--- config.mk ---
export PLATFORM = sky130hd
export DESIGN_NAME = mem_arb
export DESIGN_NICKNAME = d
export VERILOG_FILES = /design/src/rtl/mem_arb.sv
export SDC_FILE = /design/constraint.sdc
export NUM_CORES = 1
export LEC_CHECK = 0
export CORE_AREA = 2 2 106 108
export DETAILED_ROUTE_END_ITERATION = 10
export DIE_AREA = 0 0 108 110
export PLACE_DENSITY_LB_ADDON = 0.25
export SKIP_LAST_GASP = 1
export SLEW_MARGIN = 20
export SYNTH_ARGS = -nofsm -noshare
export SYNTH_HDL_FRONTEND = slang
export SYNTH_SLANG_ARGS = --single-unit
--- constraint.sdc ---
create_clock -name clk -period 2.4 [get_ports clk]
set_clock_uncertainty 0.15 [all_clocks]
set_input_delay 0.36 -clock clk [delete_from_list [all_inputs] [get_ports clk]]
set_output_delay 0.36 -clock clk [all_outputs]
set_load 0.02 [all_outputs]
--- src/rtl/mem_arb.sv ---
// mem_arb: shares one memory port between an instruction-fetch port and a
// data port. Only one memory transaction is outstanding at a time. Data
// requests win over fetch requests. After every transaction the arbiter
// spends at least one cycle in IDLE.
// Optional feature: define MEM_ARB_ANTI_STARVE_EN to add a 2-bit counter.
// When a waiting fetch has lost to data three times in a row, the next
// grant goes to the fetch port.
module mem_arb (
    input  logic        clk,
    input  logic        rst,
    // fetch port
    input  logic        if_req,
    input  logic [31:0] if_addr,
    output logic [31:0] if_rdata,
    output logic        if_ack,
    // data port
    input  logic        d_req,
    input  logic        d_we,
    input  logic [3:0]  d_be,
    input  logic [31:0] d_addr,
    input  logic [31:0] d_wdata,
    output logic [31:0] d_rdata,
    output logic        d_ack,
    // memory port
    output logic        mem_req,
    output logic        mem_we,
    output logic [3:0]  mem_be,
    output logic [31:0] mem_addr,
    output logic [31:0] mem_wdata,
    input  logic [31:0] mem_rdata,
    input  logic        mem_ack,
    // pipeline stalls
    output logic        stall_f,
    output logic        stall_m
);

    typedef enum logic [1:0] {
        IDLE   = 2'd0,
        IFETCH = 2'd1,
        DATA   = 2'd2
    } state_t;

    state_t      state;
    logic        req_r;
    logic        cmd_we;
    logic [3:0]  cmd_be;
    logic [31:0] cmd_addr;
    logic [31:0] cmd_wdata;
    logic        grant_if;
    logic        grant_d;

`ifdef MEM_ARB_ANTI_STARVE_EN
    logic [1:0]  starve_cnt;
    logic        starve_hit;
    assign starve_hit = (starve_cnt == 2'd3);
`endif

    // Grant decision; grants are only made from IDLE
    always_comb begin
        grant_if = 1'b0;
        grant_d  = 1'b0;
        if (state == IDLE) begin
`ifdef MEM_ARB_ANTI_STARVE_EN
            if (if_req && (starve_hit || !d_req)) begin
                grant_if = 1'b1;
            end else if (d_req) begin
                grant_d = 1'b1;
            end else begin
                grant_if = 1'b0;
            end
`else
            if (d_req) begin
                grant_d = 1'b1;
            end else if (if_req) begin
                grant_if = 1'b1;
            end else begin
                grant_d = 1'b0;
            end
`endif
        end else begin
            grant_if = 1'b0;
        end
    end

    // Arbiter FSM. It latches the granted command and keeps it stable
    // until the memory acks.
    always_ff @(posedge clk) begin
        if (rst) begin
            state     <= IDLE;
            req_r     <= 1'b0;
            cmd_we    <= 1'b0;
            cmd_be    <= 4'h0;
            cmd_addr  <= 32'h0000_0000;
            cmd_wdata <= 32'h0000_0000;
        end else begin
            case (state)
                IDLE: begin
                    if (grant_d) begin
                        state     <= DATA;
                        req_r     <= 1'b1;
                        cmd_we    <= d_we;
                        cmd_be    <= d_be;
                        cmd_addr  <= d_addr;
                        cmd_wdata <= d_wdata;
                    end else if (grant_if) begin
                        state     <= IFETCH;
                        req_r     <= 1'b1;
                        cmd_we    <= 1'b0;
                        cmd_be    <= 4'hF;
                        cmd_addr  <= if_addr;
                        cmd_wdata <= 32'h0000_0000;
                    end else begin
                        state <= IDLE;
                        req_r <= 1'b0;
                    end
                end
                IFETCH, DATA: begin
                    // Finish even if the requester drops its request early
                    if (mem_ack) begin
                        state <= IDLE;
                        req_r <= 1'b0;
                    end else begin
                        state <= state;
                        req_r <= 1'b1;
                    end
                end
                default: begin
                    state <= IDLE;
                    req_r <= 1'b0;
                end
            endcase
        end
    end

`ifdef MEM_ARB_ANTI_STARVE_EN
    // Count data grants that made a pending fetch wait. Clear on a fetch grant.
    always_ff @(posedge clk) begin
        if (rst) begin
            starve_cnt <= 2'd0;
        end else if (grant_if) begin
            starve_cnt <= 2'd0;
        end else if (grant_d && if_req) begin
            starve_cnt <= starve_cnt + 2'd1;
        end else begin
            starve_cnt <= starve_cnt;
        end
    end
`endif

    assign mem_req   = req_r;
    assign mem_we    = cmd_we;
    assign mem_be    = cmd_be;
    assign mem_addr  = cmd_addr;
    assign mem_wdata = cmd_wdata;

    // Acks are forwarded in the same cycle. A stray mem_ack in IDLE is dropped.
    assign if_ack   = mem_ack && (state == IFETCH);
    assign d_ack    = mem_ack && (state == DATA);
    assign if_rdata = mem_rdata;
    assign d_rdata  = mem_rdata;
    assign stall_f  = if_req && !if_ack;
    assign stall_m  = d_req && !d_ack;

endmodule

==> results of run 1 <==
-- sequential cells by signal, summed over array words and instances, names as in the netlist --
signal / count
mem_addr: 32
mem_wdata: 32
mem_be: 4
state: 2
mem_req: 1
mem_we: 1
-- layout make-up --
cell class                      count  area share (%)
Timing Repair Buffer              191            36.6
Clock buffer                       10            2.63
Clock inverter                      6            2.20
Sequential cell                    72            27.5
Multi-Input combinational cell    198            27.6
Tap cell                          140            3.34
Inverter                            2           0.143
-- kinds of logic (layout without fill, tap and decap cells) --
family,after synthesis,count (layout)
adders and majority gates,5,5
buffers and inverters,99,209
AOI/OAI and AO/OA,106,106
DFF,72,72
and+or+nand+nor,87,87
-- routing by layer --
| metal | vias up | GRT usage, % | routed length [microns] |
|---|---|---|---|
| met5 | - | 0 | 0 |
| met4 | 0 | 6.41 | 202 |
| li1 | 1475 | - | - |
| met3 | 16 | 6.58 | 1100 |
| met2 | 184 | 27.7 | 4730 |
| met1 | 1439 | 19.4 | 4190 |
-- power by group --
| part | total (W) | switching [W] | internal, W | leakage (nW) |
|---|---|---|---|---|
| sequential | 0.00138 | 0.0000637 | 0.00132 | 0.595 |
| combinational | 0.00106 | 0.000520 | 0.000535 | 1.23 |
| clock | 0.00121 | 0.000489 | 0.000725 | 0.123 |
| total | 0.00365 | 0.00107 | 0.00258 | 1.95 |
-- synthesized netlist by cell type --
| library cell | count |
|---|---|
| a21o_4 | 1 |
| a21oi_1 | 39 |
| a21oi_2 | 1 |
| a22o_1 | 33 |
| a311oi_1 | 2 |
| a311oi_2 | 30 |
| and2_1 | 2 |
| and2_4 | 1 |
| buf_1 | 1 |
| buf_2 | 13 |
| buf_4 | 68 |
| buf_6 | 5 |
| clkbuf_1 | 10 |
| dfxtp_1 | 72 |
| ha_1 | 5 |
| inv_1 | 2 |
| nand2_1 | 34 |
| nand2_2 | 1 |
| nand2b_1 | 1 |
| nand3_1 | 33 |
| nand4_1 | 1 |
| nor2_1 | 4 |
| nor2_2 | 1 |
| nor2b_1 | 4 |
| nor3_1 | 5 |
-- critical path: cells and delay by family (launching register included) --
kind / cells / cell delay [ps]
AND/OR/NAND/NOR: 1 / 140
adder cells (fa/ha/maj): 1 / 190
buffers and inverters: 2 / 640
flip-flops: 1 / 380
-- stage by stage --
stage | total power, W | area [sq um] | util, % | setup WS (ps)
finish | 0.00365 | 5240 | 49.0 | 190
global route | 0.00383 | 5240 | 49.0 | 100
CTS | 0.00370 | 5240 | 48.9 | 4.16
global placement | 0.00246 | 4980 | 46.6 | 189
detailed placement | 0.00247 | 4980 | 46.6 | 180
floorplan | 0.00213 | 3560 | - | 709
-- worst max-delay path by stage --
stage                                 to  cells after the start
2_1_floorplan  mem_addr[19]$_SDFFE_PP0P_                      7
3_3_place_gp                     stall_f                      4
3_5_place_dp                     stall_m                      4
4_1_cts                          stall_f                      5
5_1_grt                            d_ack                      4
6_report                           d_ack                      4
==> metrics.csv, run 1 <==
stage;metric;value;unit
logic_synthesis;dominant cells by area after synthesis;dfxtp_1, buf_4, a311oi_2;
final_layout;most common library cell in the layout ignoring fill and taps;clkdlybuf4s50_1;
logic_synthesis;top cell type's share of synthesized area;40.4;%
power;power per unit of standard cell area;697;mW/mm^2
placed_design;buffers added on ports;179;
worst_setup_path;CP startpoint kind;flop;
timing;setup repair after global routing missed its margin;false;
worst_setup_path;logic depth of the worst register-to-register path;5;
drt;first-iteration detailed-routing DRC count;120;
worst_setup_path;Crit Reg-Reg Startpoint;state[0]$_SDFFE_PP0P_;
timing;final setup violating endpoints;0;
worst_setup_path;Register-to-Register Setup Slack;560;ps
timing;slew at the pin with the worst max-slew slack;542;ps
logic_synthesis;share of synthesized area occupied by flip-flops and latches;40.4;%
final_layout;commonest cells after routing, fill and taps aside;clkdlybuf4s50_1, dfxtp_1, a21oi_1;
timing;Period Utilization, post-route;92.1;%
logic_synthesis;cell type contributing the most total cell area after synthesis;dfxtp_1;
worst_setup_path;terminus of the critical flop-to-flop path;mem_addr[15]$_SDFFE_PP0P_;
clock_tree;clock tree sinks;72;
drt;residual antenna-violating net count after detailed routing;0;
power;static leakage;1.95;nW
floorplan;number of placed I/O pins;276;
clock_tree;post-CTS repair timing setup buffer count;0;
global_route;leftover overflow at the end of global routing;0;
global_route;GR Util All Layers;16.7;%
clock_tree;number of hold-repair buffers added at the cts stage;0;
outcome;run status;completed;
timing;final worst hold slack;291;ps
floorplan;DIE HEIGHT;110;microns
logic_synthesis;multiplexer share of the synthesized area;0;%
drt;post-route DRC violation count;0;
logic_synthesis;average cell area after synthesis;9.66;sq um
drt;Detailed Routing Iterations Pass 1;4;
drt;vias per cell;5.03;
logic_synthesis;register bit total from synthesis;72;
final_layout;area of combinational cells with multiple inputs;0.00145;sq mm
timing;final critical delay including setup and external delays;2210;ps
final_layout;sequential cell area;0.00144;sq mm
drt;Routed wire per std cell;16.5;microns
clock_tree;# resized after CTS;1;
logic_synthesis;share of the synthesized area in compound gates (AO/OA/AOI/OAI);27.4;%
logic_synthesis;Cells after Synth;369;
global_route;initial antenna violation count;0;
timing;Hold Fails Final Rpt;0;
clock_tree;Clock Tree Root;clkbuf_8;
placed_design;placed cells;603;
timing;total count of max-transition violations in the final report;0;
worst_setup_path;worst-path cell chain;inv_1, ha_1, and2_1, clkdlybuf4s50_1;
clock_tree;maximum root-to-sink buffer count;2;
worst_setup_path;Required @ worst endpoint;1890;ps
final_layout;number of cells in the finished layout apart from fillers;619;
worst_setup_path;largest fanout of any net on the critical path;4;
logic_synthesis;share of the synthesized netlist area taken by xor and xnor gates;0;%
logic_synthesis;synthesized net count;512;
drt;WL final;10200;microns
clock_tree;TritonCTS clock tree;built;
worst_setup_path;Setup crit end kind;output port;
min_path;Hold Crit Class;primary input to flop;
drt;total via count after detailed routing;3114;
worst_setup_path;arrival time at the worst endpoint;1700;ps
worst_setup_path;slowest cell on the critical path;clkdlybuf4s50_1;
worst_setup_path;Critical Path Start;state[0]$_SDFFE_PP0P_;
final_layout;proportion of layout cells with a drive suffix above 1;13.6;%
placed_design;DP Wirelength;7380;microns
floorplan;horizontal extent of the die;108;microns
logic_synthesis;area share of and/or/nand/nor cells after synthesis;11.3;%
global_route;first-pass GRT wire length;15500;microns
floorplan;initial cell density of the core;33.3;%
logic_synthesis;dominant combinational cell family by area after synthesis;compound AO/OA/AOI/OAI gates;
clock_tree;cts bufs inserted;9;
timing;maximum achievable frequency;453;MHz
floorplan;placement row count;38;
floorplan;core area;0.0107;sq mm
worst_setup_path;critical path's largest stage delay;540;ps
worst_setup_path;crit path kind;flop to output port;
final_layout;# nets final;617;
timing;final sum of negative setup slack;0;ps
min_path;start point of the worst hold path;rst;
run;count of max-cap constraint violations;0;
logic_synthesis;Post-Syn Area;0.00356;sq mm
floorplan;area of the die;0.0119;sq mm
min_path;worst-case hold path end point;state[1]$_SDFFE_PP0P_;
final_layout;Area Growth Syn to Fin;46.9;%
global_route;pin count of the biggest net entering global routing;37;
final_layout;number of antenna cells inserted;0;
global_route;via count of the first global-routing pass;3032;
min_path;instance count along the most critical hold path;2;
placed_design;global placement routability congestion;0.737;
clock_tree;clk_lat worst skew;350;ps
clock_tree;clock-pin transition on the worst setup and hold timing paths;80;ps
final_layout;fill count;1015;
timing;relative slew slack;63.9;%
logic_synthesis;Yosys warning count;0;
clock_tree;H-tree depth;3;
logic_synthesis;Distinct cells, synth;25;
logic_synthesis;adder and majority cell fraction of the synthesized area;1.76;%
power;worst IR drop on VDD;0.361;mV
(Power assumes the default switching activity.)
==> inputs of run 2 (changes only) <==
==> constraint.sdc (replaced) <==
create_clock -name clk -period 2.6 [get_ports clk]
set_clock_uncertainty 0.15 [all_clocks]
set_input_delay 0.39 -clock clk [delete_from_list [all_inputs] [get_ports clk]]
set_output_delay 0.39 -clock clk [all_outputs]
set_load 0.02 [all_outputs]
==> metrics.csv, run 2 (synthesis gave the netlist of run 1 again) <==
stage;metric;value;unit
floorplan;number of placed I/O pins;276;
worst_setup_path;sum of buffers and inverters on the critical path;2;
final_layout;fill count;1029;
final_layout;commonest cells after routing, fill and taps aside;clkdlybuf4s50_1, dfxtp_1, a21oi_1;
timing;relative slew slack;64.0;%
final_layout;area of combinational cells with multiple inputs;0.00145;sq mm
worst_setup_path;crit path kind;flop to output port;
clock_tree;Clock Tree Root;clkbuf_8;
drt;Detailed Routing Iterations Pass 1;4;
drt;vias per cell;5.01;
clock_tree;H-tree depth;3;
timing;maximum achievable frequency;409;MHz
worst_setup_path;cell family with most CP delay;buffers and inverters;
worst_setup_path;CP startpoint kind;flop;
placed_design;DP Wirelength;7280;microns
clock_tree;maximum root-to-sink buffer count;2;
power;power spent charging and discharging nets;0.000992;W
power;static leakage;1.88;nW
power;worst IR drop on VDD;0.240;mV
power;part of the total power dissipated in combinational logic;31.5;%
floorplan;DIE HEIGHT;110;microns
worst_setup_path;Setup crit end kind;output port;
worst_setup_path;Required @ worst endpoint;2060;ps
floorplan;area of the die;0.0119;sq mm
clock_tree;cts bufs inserted;9;
floorplan;initial cell density of the core;33.3;%
timing;Period Utilization, post-route;94.1;%
placed_design;global placement routability congestion;0.756;
worst_setup_path;arrival time at the worst endpoint;1910;ps
floorplan;horizontal extent of the die;108;microns
worst_setup_path;slowest cell on the critical path;clkdlybuf4s50_1;
placed_design;buffers added on ports;179;
global_route;initial antenna violation count;0;
final_layout;# nets final;615;
power;portion of total power attributed to sequential cells;41.8;%
final_layout;most common library cell in the layout ignoring fill and taps;clkdlybuf4s50_1;
power;Switching Fraction;32.6;%
clock_tree;TritonCTS clock tree;built;
final_layout;proportion of layout cells with a drive suffix above 1;13.2;%
drt;residual antenna-violating net count after detailed routing;0;
timing;Hold Fails Final Rpt;0;
placed_design;worst setup slack before clock tree synthesis;294;ps
clock_tree;number of hold-repair buffers added at the cts stage;0;
timing;setup repair after global routing missed its margin;false;
drt;WL final;10000;microns
global_route;pin count of the biggest net entering global routing;40;
worst_setup_path;worst-path cell chain;inv_1, ha_1, and2_1, nor2b_1, clkdlybuf4s50_1;
power;power per unit of standard cell area;595;mW/mm^2
final_layout;Area Growth Syn to Fin;43.7;%
worst_setup_path;critical path's largest stage delay;610;ps
outcome;run status;completed;
run;count of max-cap constraint violations;0;
clock_tree;clock-pin transition on the worst setup and hold timing paths;90;ps
global_route;via count of the first global-routing pass;3122;
power;cell-internal power;0.00205;W
floorplan;core area;0.0107;sq mm
drt;total via count after detailed routing;3092;
timing;slew at the pin with the worst max-slew slack;540;ps
timing;total count of max-transition violations in the final report;0;
final_layout;number of antenna cells inserted;0;
clock_tree;clk_lat worst skew;340;ps
clock_tree;clock tree sinks;72;
floorplan;placement row count;38;
min_path;Hold Crit Class;flop to flop;
global_route;GR Util All Layers;16.7;%
drt;first-iteration detailed-routing DRC count;129;
drt;Routed wire per std cell;16.2;microns
power;PnR Total Power;0.00305;W
clock_tree;post-CTS repair timing setup buffer count;0;
timing;final sum of negative setup slack;0;ps
global_route;leftover overflow at the end of global routing;0;
clock_tree;# resized after CTS;0;
timing;final setup violating endpoints;0;
worst_setup_path;largest fanout of any net on the critical path;4;
power;portion of total power attributed to the clock network;26.6;%
timing;Final WS setup;154;ps
drt;post-route DRC violation count;0;
timing;final critical delay including setup and external delays;2450;ps
final_layout;sequential cell area;0.00144;sq mm
global_route;first-pass GRT wire length;15600;microns
run 2: changes by cell type in the layout (fill, tap and decap cells not counted), sizes merged, moves of 2 or more:
cell / change
clkinv: +2
buf: -2
clkdlybuf4s50: +2
bufinv: -3
run 2: power groups by stage:
stage	Sequential [W]	Clock, W	Combinational (W)
2_1_floorplan	0.00143	0	0.000532
3_3_place_gp	0.00130	0	0.000959
3_5_place_dp	0.00130	0	0.000968
4_1_cts	0.00128	0.000850	0.000970
5_1_grt	0.00129	0.000907	0.00103
6_report	0.00128	0.000811	0.000960
run 2: cell type report:
type | instances | share of cell area (%)
Timing Repair Buffer | 189 | 36.6
Multi-Input combinational cell | 198 | 28.2
Sequential cell | 72 | 28.1
Tap cell | 140 | 3.42
Clock buffer | 9 | 2.42
Clock inverter | 7 | 1.07
Inverter | 2 | 0.147
run 2: worst register-to-register path, cell delays in order (launching register included):
cell and delay, ps:
dfxtp_1 350, inv_1 120, ha_1 230, a21o_4 280, and2_4 550, a311oi_2 190
run 2: final timing paths:
check | startpoint | slack, ps | cells past startpoint | to
max | state[0]$_SDFFE_PP0P_ | 150 | 5 | stall_m
max reg2reg | state[0]$_SDFFE_PP0P_ | 570 | 5 | mem_addr[25]$_SDFFE_PP0P_
min reg2reg | mem_wdata[23]$_SDFFE_PP0P_ | 330 | 1 | mem_wdata[23]$_SDFFE_PP0P_
min | mem_wdata[23]$_SDFFE_PP0P_ | 330 | 1 | mem_wdata[23]$_SDFFE_PP0P_
run 2: stage by stage:
step / area (sq um) / instances / hold slack [ps] / utilization, %
global placement: 4940 / 601 / 310 / 46.2
global route: 5120 / 617 / 331 / 47.9
floorplan: 3560 / 369 / 315 / -
CTS: 5120 / 617 / 325 / 47.9
finish: 5120 / 617 / 330 / 47.9
detailed placement: 4940 / 601 / 313 / 46.2
run 2: layer usage:
metal / GRT usage [%] / vias up / wire length [microns]
met3: 5.88 / 13 / 1070
met2: 28.1 / 178 / 4770
met4: 6.87 / 0 / 138
met5: 0 / - / 0
li1: - / 1475 / -
met1: 19.4 / 1426 / 4020
==> inputs of run 3 (changes only) <==
--- a/config.mk
+++ b/config.mk
@@ -5,9 +5,11 @@
 export SDC_FILE = /design/constraint.sdc
 export NUM_CORES = 1
 export LEC_CHECK = 0
-export CORE_AREA = 2 2 106 108
+export CELL_PAD_IN_SITES_DETAIL_PLACEMENT = 0
+export CELL_PAD_IN_SITES_GLOBAL_PLACEMENT = 1
+export CORE_AREA = 2 2 105 158
 export DETAILED_ROUTE_END_ITERATION = 10
-export DIE_AREA = 0 0 108 110
+export DIE_AREA = 0 0 107 160
 export PLACE_DENSITY_LB_ADDON = 0.25
 export SKIP_LAST_GASP = 1
 export SLEW_MARGIN = 20
==> constraint.sdc (replaced) <==
create_clock -name clk -period 2.72 [get_ports clk]
set_clock_uncertainty 0.15 [all_clocks]
set_input_delay 0.408 -clock clk [delete_from_list [all_inputs] [get_ports clk]]
set_output_delay 0.408 -clock clk [all_outputs]
set_load 0.02 [all_outputs]
==> metrics.csv, run 3 (synthesis gave the netlist of run 1 again) <==
stage;metric;value;unit
global_route;leftover overflow at the end of global routing;0;
worst_setup_path;largest fanout of any net on the critical path;4;
power;Switching Fraction;30.2;%
worst_setup_path;sum of buffers and inverters on the critical path;2;
global_route;pin count of the biggest net entering global routing;73;
final_layout;Area Growth Syn to Fin;49.7;%
timing;Hold Fails Final Rpt;0;
timing;total count of max-transition violations in the final report;0;
timing;Final WS setup;259;ps
floorplan;horizontal extent of the die;107;microns
power;part of the total power dissipated in combinational logic;27.7;%
drt;Detailed Routing Iterations Pass 1;4;
floorplan;DIE HEIGHT;160;microns
power;power per unit of standard cell area;630;mW/mm^2
clock_tree;clk_lat worst skew;320;ps
timing;final setup violating endpoints;0;
timing;maximum achievable frequency;406;MHz
clock_tree;maximum root-to-sink buffer count;2;
timing;setup repair after global routing missed its margin;false;
worst_setup_path;arrival time at the worst endpoint;1900;ps
worst_setup_path;cell family with most CP delay;buffers and inverters;
drt;vias per cell;4.65;
final_layout;# nets final;614;
floorplan;placement row count;57;
placed_design;global placement routability congestion;0.742;
timing;final sum of negative setup slack;0;ps
clock_tree;Clock Tree Root;clkbuf_16;
timing;final critical delay including setup and external delays;2460;ps
worst_setup_path;critical path's largest stage delay;650;ps
drt;post-route DRC violation count;0;
global_route;GR Util All Layers;13.3;%
placed_design;DP Wirelength;8330;microns
run;count of max-cap constraint violations;0;
final_layout;commonest cells after routing, fill and taps aside;clkdlybuf4s50_1, dfxtp_1, a21oi_1;
clock_tree;number of hold-repair buffers added at the cts stage;0;
power;portion of total power attributed to the clock network;36.0;%
floorplan;core area;0.0159;sq mm
timing;relative slew slack;64.5;%
floorplan;number of placed I/O pins;276;
timing;Period Utilization, post-route;90.5;%
drt;first-iteration detailed-routing DRC count;128;
drt;Routed wire per std cell;17.0;microns
drt;residual antenna-violating net count after detailed routing;0;
clock_tree;clock tree sinks;72;
clock_tree;H-tree depth;3;
drt;WL final;11600;microns
clock_tree;post-CTS repair timing setup buffer count;0;
power;worst IR drop on VDD;0.325;mV
power;portion of total power attributed to sequential cells;36.3;%
clock_tree;cts bufs inserted;9;
worst_setup_path;Setup crit end kind;output port;
clock_tree;clock-pin transition on the worst setup and hold timing paths;60;ps
clock_tree;# resized after CTS;0;
final_layout;fill count;1614;
placed_design;worst setup slack before clock tree synthesis;166;ps
global_route;initial antenna violation count;0;
worst_setup_path;slowest cell on the critical path;clkdlybuf4s50_1;
power;power spent charging and discharging nets;0.00101;W
worst_setup_path;crit path kind;flop to output port;
outcome;run status;completed;
global_route;first-pass GRT wire length;17500;microns
final_layout;most common library cell in the layout ignoring fill and taps;clkdlybuf4s50_1;
final_layout;proportion of layout cells with a drive suffix above 1;13.0;%
power;cell-internal power;0.00235;W
clock_tree;TritonCTS clock tree;built;
worst_setup_path;worst-path cell chain;inv_1, ha_1, and2_1, nor2b_1, clkdlybuf4s50_1;
floorplan;initial cell density of the core;22.4;%
placed_design;buffers added on ports;179;
worst_setup_path;CP startpoint kind;flop;
drt;total via count after detailed routing;3170;
final_layout;number of antenna cells inserted;0;
floorplan;area of the die;0.0171;sq mm
global_route;via count of the first global-routing pass;3218;
power;static leakage;1.94;nW
timing;slew at the pin with the worst max-slew slack;532;ps
min_path;Hold Crit Class;flop to flop;
worst_setup_path;Required @ worst endpoint;2160;ps
run 3: path summary, 6_finish.rpt:
kind	from	end	slack [ps]	depth (start not counted)
max	state[0]$_SDFFE_PP0P_	stall_m	260	5
min	mem_wdata[18]$_SDFFE_PP0P_	mem_wdata[18]$_SDFFE_PP0P_	330	1
max reg2reg	state[1]$_SDFFE_PP0P_	mem_addr[5]$_SDFFE_PP0P_	630	5
min reg2reg	mem_wdata[18]$_SDFFE_PP0P_	mem_wdata[18]$_SDFFE_PP0P_	330	1
run 3: area by class of cell:
type / count / area (sq um) / share of cell area, %
tap: 206 / 258 / 4.83
multi-input combinational: 198 / 1450 / 27.1
clock buffer: 9 / 225 / 4.22
timing repair buffer: 188 / 1880 / 35.2
sequential: 72 / 1440 / 27.0
clock inverter: 7 / 78.8 / 1.48
inverter: 2 / 7.51 / 0.141
run 3: stage by stage:
step,std cells,instance area [sq um],total power (W),utilization [%],hold slack [ps]
after floorplan,369,3560,0.00188,-,315
after CTS,682,5340,0.00342,33.5,331
after detailed placement,666,5030,0.00219,31.6,313
after global placement,666,5030,0.00218,31.6,311
final,682,5340,0.00336,33.5,327
after global routing,682,5340,0.00353,33.5,337
run 3: power groups by stage:
stage / Combinational [W] / Sequential [W] / Clock [W]
2_1_floorplan: 0.000508 / 0.00137 / 0
3_3_place_gp: 0.000938 / 0.00124 / 0
3_5_place_dp: 0.000944 / 0.00124 / 0
4_1_cts: 0.000948 / 0.00122 / 0.00125
5_1_grt: 0.000997 / 0.00124 / 0.00130
6_report: 0.000932 / 0.00122 / 0.00121
run 3: per-layer routing:
layer,vias to the layer above,wire (microns),global-route usage (%)
met5,-,0,0
met4,0,668,8.80
met3,64,835,3.80
met2,146,5980,23.8
met1,1491,4080,13.0
li1,1469,-,-
